$ cat src/rtl/fetch_pkg.sv
// Shared types and constants for the instruction-fetch stage.
// Entries carry a fixed-width PC field so the buffer is independent of XLEN.
package fetch_pkg;

    localparam int ILEN     = 32;
    localparam int PC_INC   = 4;
    localparam int PC_MAX_W = 64;

    typedef struct packed {
        logic [PC_MAX_W-1:0] pc;
        logic [ILEN-1:0]     instr;
        logic                filled;
    } fetch_entry_t;

    function automatic int ptr_w(input int depth);
        return $clog2(depth) + 1;
    endfunction

endpackage

$ cat src/rtl/fetch_buffer.sv
// Ring of fetch entries: alloc reserves a slot on request, fill writes the response, pop retires the head.
// Zero-latency head read; flush empties the ring by collapsing head/fill onto alloc.
module fetch_buffer
    import fetch_pkg::*;
#(
    parameter int DEPTH = 4
) (
    input  logic                       clk,
    input  logic                       rst,
    input  logic                       i_alloc_en,
    input  logic [PC_MAX_W-1:0]        i_alloc_pc,
    input  logic                       i_fill_en,
    input  logic [ILEN-1:0]            i_fill_instr,
    input  logic                       i_pop_en,
    input  logic                       i_flush_en,
    output fetch_entry_t               o_head,
    output logic [ptr_w(DEPTH)-1:0]    o_occ,
    output logic [ptr_w(DEPTH)-1:0]    o_pending,
    output logic                       o_not_empty
);

    localparam int AW = $clog2(DEPTH);
    localparam int PW = ptr_w(DEPTH);

    fetch_entry_t  r_mem [DEPTH];
    logic [PW-1:0] r_head;
    logic [PW-1:0] r_alloc;
    logic [PW-1:0] r_fill;

    always_ff @(posedge clk or posedge rst) begin
        if (rst) begin
            r_head  <= '0;
            r_alloc <= '0;
            r_fill  <= '0;
        end else if (i_flush_en) begin
            r_head <= r_alloc;
            r_fill <= r_alloc;
        end else begin
            if (i_alloc_en) r_alloc <= r_alloc + 1'b1;
            if (i_fill_en)  r_fill  <= r_fill + 1'b1;
            if (i_pop_en)   r_head  <= r_head + 1'b1;
        end
    end

    // Storage needs no reset: pointers alone define which entries are live.
    always_ff @(posedge clk) begin
        if (i_alloc_en && !i_flush_en) begin
            r_mem[r_alloc[AW-1:0]].pc     <= i_alloc_pc;
            r_mem[r_alloc[AW-1:0]].filled <= 1'b0;
        end
        if (i_fill_en && !i_flush_en) begin
            r_mem[r_fill[AW-1:0]].instr  <= i_fill_instr;
            r_mem[r_fill[AW-1:0]].filled <= 1'b1;
        end
    end

    assign o_head      = r_mem[r_head[AW-1:0]];
    assign o_occ       = r_alloc - r_head;
    assign o_pending   = r_alloc - r_fill;
    assign o_not_empty = (r_head != r_fill);

endmodule

$ cat src/rtl/fetch_queue_stage.sv
// Fetch stage: owns the PC, issues word fetches under credit, buffers responses for decode.
// Rsp-to-decode latency 1 cycle; decode stalls back up into the buffer and throttle requests via credit.
module fetch_queue_stage
    import fetch_pkg::*;
#(
    parameter int              XLEN     = 32,
    parameter logic [XLEN-1:0] RESET_PC = '0,
    parameter int              DEPTH    = 4
) (
    input  logic              clk,
    input  logic              rst,
    input  logic              redirect_i,
    input  logic [XLEN-1:0]   redirect_pc_i,
    output logic              imem_req_valid_o,
    input  logic              imem_req_ready_i,
    output logic [XLEN-3:0]   imem_req_addr_o,
    input  logic              imem_rsp_valid_i,
    input  logic [ILEN-1:0]   imem_rsp_data_i,
    output logic              dec_valid_o,
    input  logic              dec_ready_i,
    output logic [ILEN-1:0]   dec_instr_o,
    output logic [XLEN-1:0]   dec_pc_o,
    output logic [XLEN-1:0]   dec_pc_plus4_o
);

    localparam int            PW     = ptr_w(DEPTH);
    localparam logic [PW:0]   DEPTH_U = (PW+1)'(DEPTH);

    logic [XLEN-1:0]     r_pc;
    logic [PW-1:0]       r_drop_cnt;

    fetch_entry_t        w_head;
    logic [PW-1:0]       w_occ;
    logic [PW-1:0]       w_pending;
    logic                w_not_empty;
    logic [PW:0]         w_used;
    logic                w_req_fire;
    logic                w_fill;
    logic                w_pop;
    logic [PC_MAX_W-1:0] w_alloc_pc;
    logic                w_unused;

    // Credit counts slots already allocated plus stale responses still owed by memory.
    assign w_used           = {1'b0, w_occ} + {1'b0, r_drop_cnt};
    assign imem_req_valid_o = !rst && !redirect_i && (w_used < DEPTH_U);
    assign imem_req_addr_o  = r_pc[XLEN-1:2];
    assign w_req_fire       = imem_req_valid_o && imem_req_ready_i;
    assign w_alloc_pc       = PC_MAX_W'(r_pc);

    assign w_fill      = imem_rsp_valid_i && !redirect_i && (r_drop_cnt == '0);
    assign dec_valid_o = w_not_empty && !redirect_i;
    assign w_pop       = dec_valid_o && dec_ready_i;

    assign dec_instr_o    = w_head.instr;
    assign dec_pc_o       = w_head.pc[XLEN-1:0];
    assign dec_pc_plus4_o = w_head.pc[XLEN-1:0] + XLEN'(PC_INC);

    assign w_unused = ^{redirect_pc_i[1:0], w_head.pc, w_head.filled};

    always_ff @(posedge clk or posedge rst) begin
        if (rst) begin
            r_pc       <= RESET_PC;
            r_drop_cnt <= '0;
        end else if (redirect_i) begin
            r_pc       <= {redirect_pc_i[XLEN-1:2], 2'b00};
            // Everything allocated but not yet filled becomes stale; a response landing now is consumed here.
            r_drop_cnt <= r_drop_cnt + w_pending - PW'(imem_rsp_valid_i);
        end else begin
            if (w_req_fire) r_pc <= r_pc + XLEN'(PC_INC);
            if (imem_rsp_valid_i && (r_drop_cnt != '0)) r_drop_cnt <= r_drop_cnt - 1'b1;
        end
    end

    fetch_buffer #(
        .DEPTH (DEPTH)
    ) u_fetch_buffer (
        .clk          (clk),
        .rst          (rst),
        .i_alloc_en   (w_req_fire),
        .i_alloc_pc   (w_alloc_pc),
        .i_fill_en    (w_fill),
        .i_fill_instr (imem_rsp_data_i),
        .i_pop_en     (w_pop),
        .i_flush_en   (redirect_i),
        .o_head       (w_head),
        .o_occ        (w_occ),
        .o_pending    (w_pending),
        .o_not_empty  (w_not_empty)
    );

endmodule

$ cat config.mk
export PLATFORM = sky130hd
export DESIGN_NAME = fetch_queue_stage
export DESIGN_NICKNAME = d
export VERILOG_FILES = /design/src/rtl/fetch_pkg.sv /design/src/rtl/fetch_buffer.sv /design/src/rtl/fetch_queue_stage.sv
export SDC_FILE = /design/constraint.sdc
export NUM_CORES = 1
export LEC_CHECK = 0
export ABC_AREA = 1
export BUFFER_PORTS_ARGS = -buffer_cell sky130_fd_sc_hd__buf_2
export CAP_MARGIN = 20
export CORE_AREA = 2 2 230 232
export DETAILED_ROUTE_END_ITERATION = 12
export DIE_AREA = 0 0 232 234
export PLACE_DENSITY = 0.41
export SKIP_LAST_GASP = 1
export SYNTH_ARGS = -nofsm -noshare
export SYNTH_HDL_FRONTEND = slang
export SYNTH_SLANG_ARGS = --single-unit
export TNS_END_PERCENT = 50
$ cat constraint.sdc
create_clock -name clk -period 5.5 [get_ports clk]
set_clock_uncertainty 0.15 [all_clocks]
set_input_delay 0.55 -clock clk [delete_from_list [all_inputs] [get_ports clk]]
set_output_delay 0.55 -clock clk [all_outputs]
set_load 0.05 [all_outputs]
# After elaboration in Yosys (flattened, before gate mapping)

Memory sizes are Yosys's and may differ from the RTL's.
Cells that the tools add are included.

Output and inout port bits: 128
Memories: 1
Word-level logic and storage cells: 51
Flip-flop bits (word level): 44
RAM bits: 260

Memory list:

| name                 | depth | bits a word | rd ports | clocked after Yosys merged registers in | wr ports | RTL line           | RTL |
|---|---|---|---|---|---|---|---|
| u_fetch_buffer.r_mem | 4     | 65          | 1        | 0                                       | 2        | fetch_buffer.sv:25 | `fetch_entry_t r_mem [DEPTH];` |

Add/sub/neg operators: 11
Bitwise gates (word level): 1
Mux-type cells: 12
Magnitude comparators: 1
Reductions and logical operators: 19
Equality and inequality tests: 1

Operator list:

| cell                    | count |
|---|---|
| $add A32 B3 Y32 const B | 2 |
| $mux W32                | 2 |
| $mux W3                 | 6 |
| $logic_and A1 B1 Y1     | 10 |
| $add A3 B1 Y3 const B   | 3 |
| $reduce_bool A2 Y1      | 4 |
| $sub A3 B3 Y3           | 2 |
| $add A3 B3 Y4           | 1 |
| $lt A4 B3 Y1 const B    | 1 |
| $mux W1                 | 4 |
| $add A3 B3 Y3           | 1 |
| $logic_not A3 Y1        | 1 |
| $ne A3 B3 Y1            | 1 |
| $reduce_bool A3 Y1      | 1 |
| $sub A3 B1 Y3           | 1 |
| $sub A3 B1 Y3 const B   | 1 |
| $logic_not A1 Y1        | 2 |
| $reduce_and A2 Y1       | 1 |
| $not A1 Y1              | 1 |

# Depth between registers and ports, before layout

Word-level depth: 8
Gate-level depth with buffers: 18

# By module

A second synthesis with hierarchy kept.

Cells, all modules: 2240
Area, all modules: 20562.2 µm²

By module, submodules not included:

| module            | area each (µm²) | times used | cells each | seq. area each (µm²) |
|---|---|---|---|---|
| fetch_buffer      | 17103.9         | 1          | 1645       | 11836.4 |
| fetch_queue_stage | 3458.3          | 1          | 595        | 825.8 |

# Worst setup path before layout

OpenSTA, ideal clock, no wires.

Kind: reg-to-reg
Start point: register u_fetch_buffer.r_head[1]
End point: memory u_fetch_buffer.r_mem[0][35] in the netlist's numbering (enable)
Setup time: 0.417 ns
Data required time: 4.933 ns
Path slack: 0.281 ns
Stages on the path, launching flop included: 16
Buffers on the path: 5
Period minus slack after synthesis: 5.219 ns
Arrival time: 4.652 ns
Cells stage by stage: dfrtp_1 -> inv_1 -> clkbuf_1 -> clkbuf_1 -> clkbuf_1 -> fa_1 -> xnor2_1 -> xor2_1 -> ha_1 -> nor2_1 -> o21ai_0 -> nor3_2 -> nand2_1 -> buf_2 -> clkbuf_1 -> nor2_1

RTL lines:

| item                   | RTL line           | RTL |
|---|---|---|
| from (decl)            | fetch_buffer.sv:26 | `logic [PW-1:0] r_head;` |
| from (signal assigned) | fetch_buffer.sv:36 | `r_head <= r_alloc;` |
| from (signal assigned) | fetch_buffer.sv:41 | `if (i_pop_en) r_head <= r_head + 1'b1;` |
| to (decl)              | fetch_buffer.sv:25 |  |

# Worst setup path in the final report

Start point: register u_fetch_buffer.r_head[0]
End point: output port dec_pc_plus4_o[28]

Word-level cells in the longest chain between the ends: 2

Ends and longest elaborated chain:

| item            | RTL line                | RTL |
|---|---|---|
| $mem_v2 Z4 W65  | --                      |  |
| $add A32 B3 Y32 | fetch_queue_stage.sv:56 | `assign dec_pc_plus4_o = w_head.pc[XLEN-1:0] + XLEN'(PC_INC);` |
| to (decl)       | fetch_queue_stage.sv:23 | `output logic [XLEN-1:0] dec_pc_plus4_o` |

Every way passes these cells.

==> reports/summary.md <==
The required time reported for the critical path endpoint came out at 4800 ps. The die boundary width is 232 um, and the row count is 84. The number of vias per cell after detailed routing is 4.45.

Once placement finished, the instance area stood at 15600 um^2. Across all setup checks in the final design, the least slack found is 806 ps. The tools report the routed wire length on met3 as 1840 um.

The cell area after synthesis was 13800 um^2; the number of unique standard cell types used by synthesis was 36. The clock passes through at most 3 buffers. The setup path with the least slack is of type reg2out. The number of setup buffers added after CTS is 0.

The tightest min-delay check is of the in2reg type. The highest metal layer carrying signal wires in the routed design is met5. Once detailed placement completed, the half-perimeter wirelength came to 27400 um. After detailed routing, the total wire length is 40900 um.

The commonest cells after synthesis are sky130_fd_sc_hd__nand2_1, sky130_fd_sc_hd__edfxtp_1, sky130_fd_sc_hd__nor2_1. For the routed metal-1 wirelength, the log shows 19900 um. Maximum net fanout on the critical path: 64. For this block, the initial DRC count from the detailed router was 616. The async set or reset register ratio after synthesis is 14.5%, and the period utilization is 85.3%. The post-route setup TNS came out at 0 ps. The run finished with clean final reports. Cell seen most often among critical-path stages: sky130_fd_sc_hd__nand2_1.

The worst setup path is launched from a register. CTS built an H-tree with a depth of 2. On the worst path, the slowest cell contributes a delay of 950 ps. The max capacitance violation total came out at 0. The number of buffers inserted by port buffering is 191. Global routing used 15.1% of the available tracks across all layers. The proportion of netlist area held by the largest area contributor came out at 53.8%.

The finished cells cover 16700 um^2. The share of layout cells above drive strength 1 is 17.2%. Final number of max-transition violations: 0. Each instance of the synthesized netlist takes up on average 9.62 um^2. The first global-routing pass estimated 61600 um of wire.

The congestion estimate from routability-driven global placement came to 0.812. Remaining global-route overflow: 0. Yosys instantiated no cell more often than sky130_fd_sc_hd__nand2_1. The root buffer cell was sky130_fd_sc_hd__clkbuf_16. The number of buffers added to fix hold violations after cts is 0, and the clock transition at the registers of the reported paths is 60 ps.

The critical path arrival is 3990 ps, and the power density of the placed cells is 639 nW/um^2. The area growth from synthesis to layout is 20.7%. The detailed-router iteration count before antenna repair is 4.

The die extent in y came out at 234 um. Timing would allow up to 213 MHz. The post-route DRC violation count was 0; the total CTS buffers was 34. The tools report the tightest slew margin relative to the limit as 35.6%. The count of endpoints failing hold in the final timing report is 0, and the count of state elements after synthesis is 290. STA classifies the critical path endpoint as an output pin.

Dominant cell type by area after synthesis: sky130_fd_sc_hd__edfxtp_1. After synthesis, the cell types taking the most area are sky130_fd_sc_hd__edfxtp_1, sky130_fd_sc_hd__nand2_1, sky130_fd_sc_hd__dfrtp_1. After clock tree synthesis, the repair step resized 0 gates. The tools report the number of endpoints failing setup at the final stage as 0.

For this run, the post-layout net count is 1720. The tree built by TritonCTS fans out to 290 sinks. Setup repair after global routing left no endpoint under its margin. The smallest clock period supported by the final layout is computed as 4690 ps. The tools report the initial antenna violation count as 3. The effective utilization at floorplan was 26.6%.

TritonCTS built the clock tree. The pre-CTS setup slack is 1230 ps, and the worst-margin pin slew is 964 ps. After technology mapping, the gate count stands at 1440.

The synthesis warning total was 0; the number of antenna-violating nets in the routed design was 0. Clock latency on the worst-skew pair, taken at its later pin, is 510 ps. The number of global-route vias before repair was 9858. Walking the worst path, the cells encountered are clkinv_2, buf_4, nand2_1, nand3_1, nand2_1, nand2_1, nor2_1, nand2_1, nor2_1, nand3_1, nand2_1, buf_2. Met2 routed wirelength: 18500 um. The routed layout has 10400 vias. The floorplan step defined a die boundary enclosing 54300 um^2.

Final hold slack: 104 ps. The run gives 0.000408 V as the worst-case vdd ir drop. For this run, the register share of the synthesized area comes to 61.4%. The tools report the area inside the core boundary as 52000 um^2. Entering global routing, the biggest net connects 69 pins.

Number of fill cells in the layout: 5427. During I/O placement, the number of pins put on the boundary was 198. Yosys mapped a number of flops with a built-in enable equal to 248. The commonest register cell after synthesis was sky130_fd_sc_hd__edfxtp_1. The detail-routed net length per standard cell works out to 17.5 um.

Cell at the slowest stage of the critical path: sky130_fd_sc_hd__dfrtp_4. The run gives 6.85 nW as the reported leakage power.
[state kept, by name, indices dropped and copies added (netlist names)]
name and count:
r_drop_cnt 3, r_pc 30, u_fetch_buffer.r_alloc 3, u_fetch_buffer.r_head 3, u_fetch_buffer.r_fill 3, u_fetch_buffer.r_mem 248
[area by class of cell]
cell class,count,area [um^2],share of cell area [%]
inverter,111,418,2.50
timing repair buffer,209,1090,6.53
clock inverter,19,225,1.35
tap,688,861,5.15
clock buffer,41,941,5.63
multi-input combinational,982,4680,28.0
antenna,1,2.50,0.0150
sequential,290,8500,50.9
[cell usage in the layout (no fill, tap or decap), drive strengths merged, types with 2 or more instances in the layout]
cell / instances
a21oi: 2
buf: 209
bufinv: 5
clkbuf: 41
clkinv: 11
clkinvlp: 3
conb: 4
dfrtp: 42
edfxtp: 248
fa: 5
ha: 17
inv: 111
nand2: 469
nand3: 107
nand4: 11
nor2: 166
nor3: 11
o211ai: 13
o21ai: 89
o221ai: 4
o22ai: 32
or2: 3
xnor2: 8
xor2: 36
[critical path, delay by kind of cell (launching register included)]
family	cells	cell delay, ps
AND/OR/NAND/NOR	9	1130
buffers and inverters	3	1380
flip-flops	1	950
[metal layers]
layer | up-vias | track usage, %
met5 | - | 0
met4 | 2 | 3.75
met1 | 4987 | 21.9
met2 | 217 | 23.5
li1 | 5177 | -
met3 | 42 | 2.20
[path summary, 6_finish.rpt]
kind	slack, ps	depth (start not counted)	endpoint	startpoint
setup / recovery	810	12	dec_pc_plus4_o[28]	u_fetch_buffer.r_head[0]
hold / removal	100	1	u_fetch_buffer.r_mem[3][21]	imem_rsp_data_i[20]
setup reg to reg	1470	12	u_fetch_buffer.r_mem[3][62]	u_fetch_buffer.r_head[0]
hold reg to reg	430	1	u_fetch_buffer.r_alloc[2]	u_fetch_buffer.r_alloc[2]
max in group asynchronous	4330	2	u_fetch_buffer.r_head[0]	rst
min in group asynchronous	160	2	r_pc[18]	rst
[cell families (layout without fill, tap and decap cells)]
logic type	after synthesis	count (layout)	synth area share [%]
xor gates and xnor gates	44	44	2.78
adders and majority gates	22	22	2.26
and+or+nand+nor	769	769	22.5
buffers and inverters	171	380	5.21
other	1	5	0.0271
AOI/OAI and AO/OA	143	143	5.85
DFF	290	290	61.4
[where the power goes]
part	leakage, nW	switching, W	total (W)	internal [W]
Sequential	2.74	0.000386	0.00303	0.00264
Clock	0.557	0.000885	0.00234	0.00145
Combinational	3.55	0.00412	0.00531	0.00119
Total	6.85	0.00539	0.0107	0.00529
[through the flow]
stage	total power, W	utilization [%]	cells
after global placement	0.00846	29.9	2280
after global routing	0.0114	32.1	2340
after CTS	0.0108	32.1	2340
after floorplan	0.00698	-	1443
final	0.0107	32.1	2341
after detailed placement	0.00847	29.9	2280
Note: power is estimated with default switching activity, not from simulation.
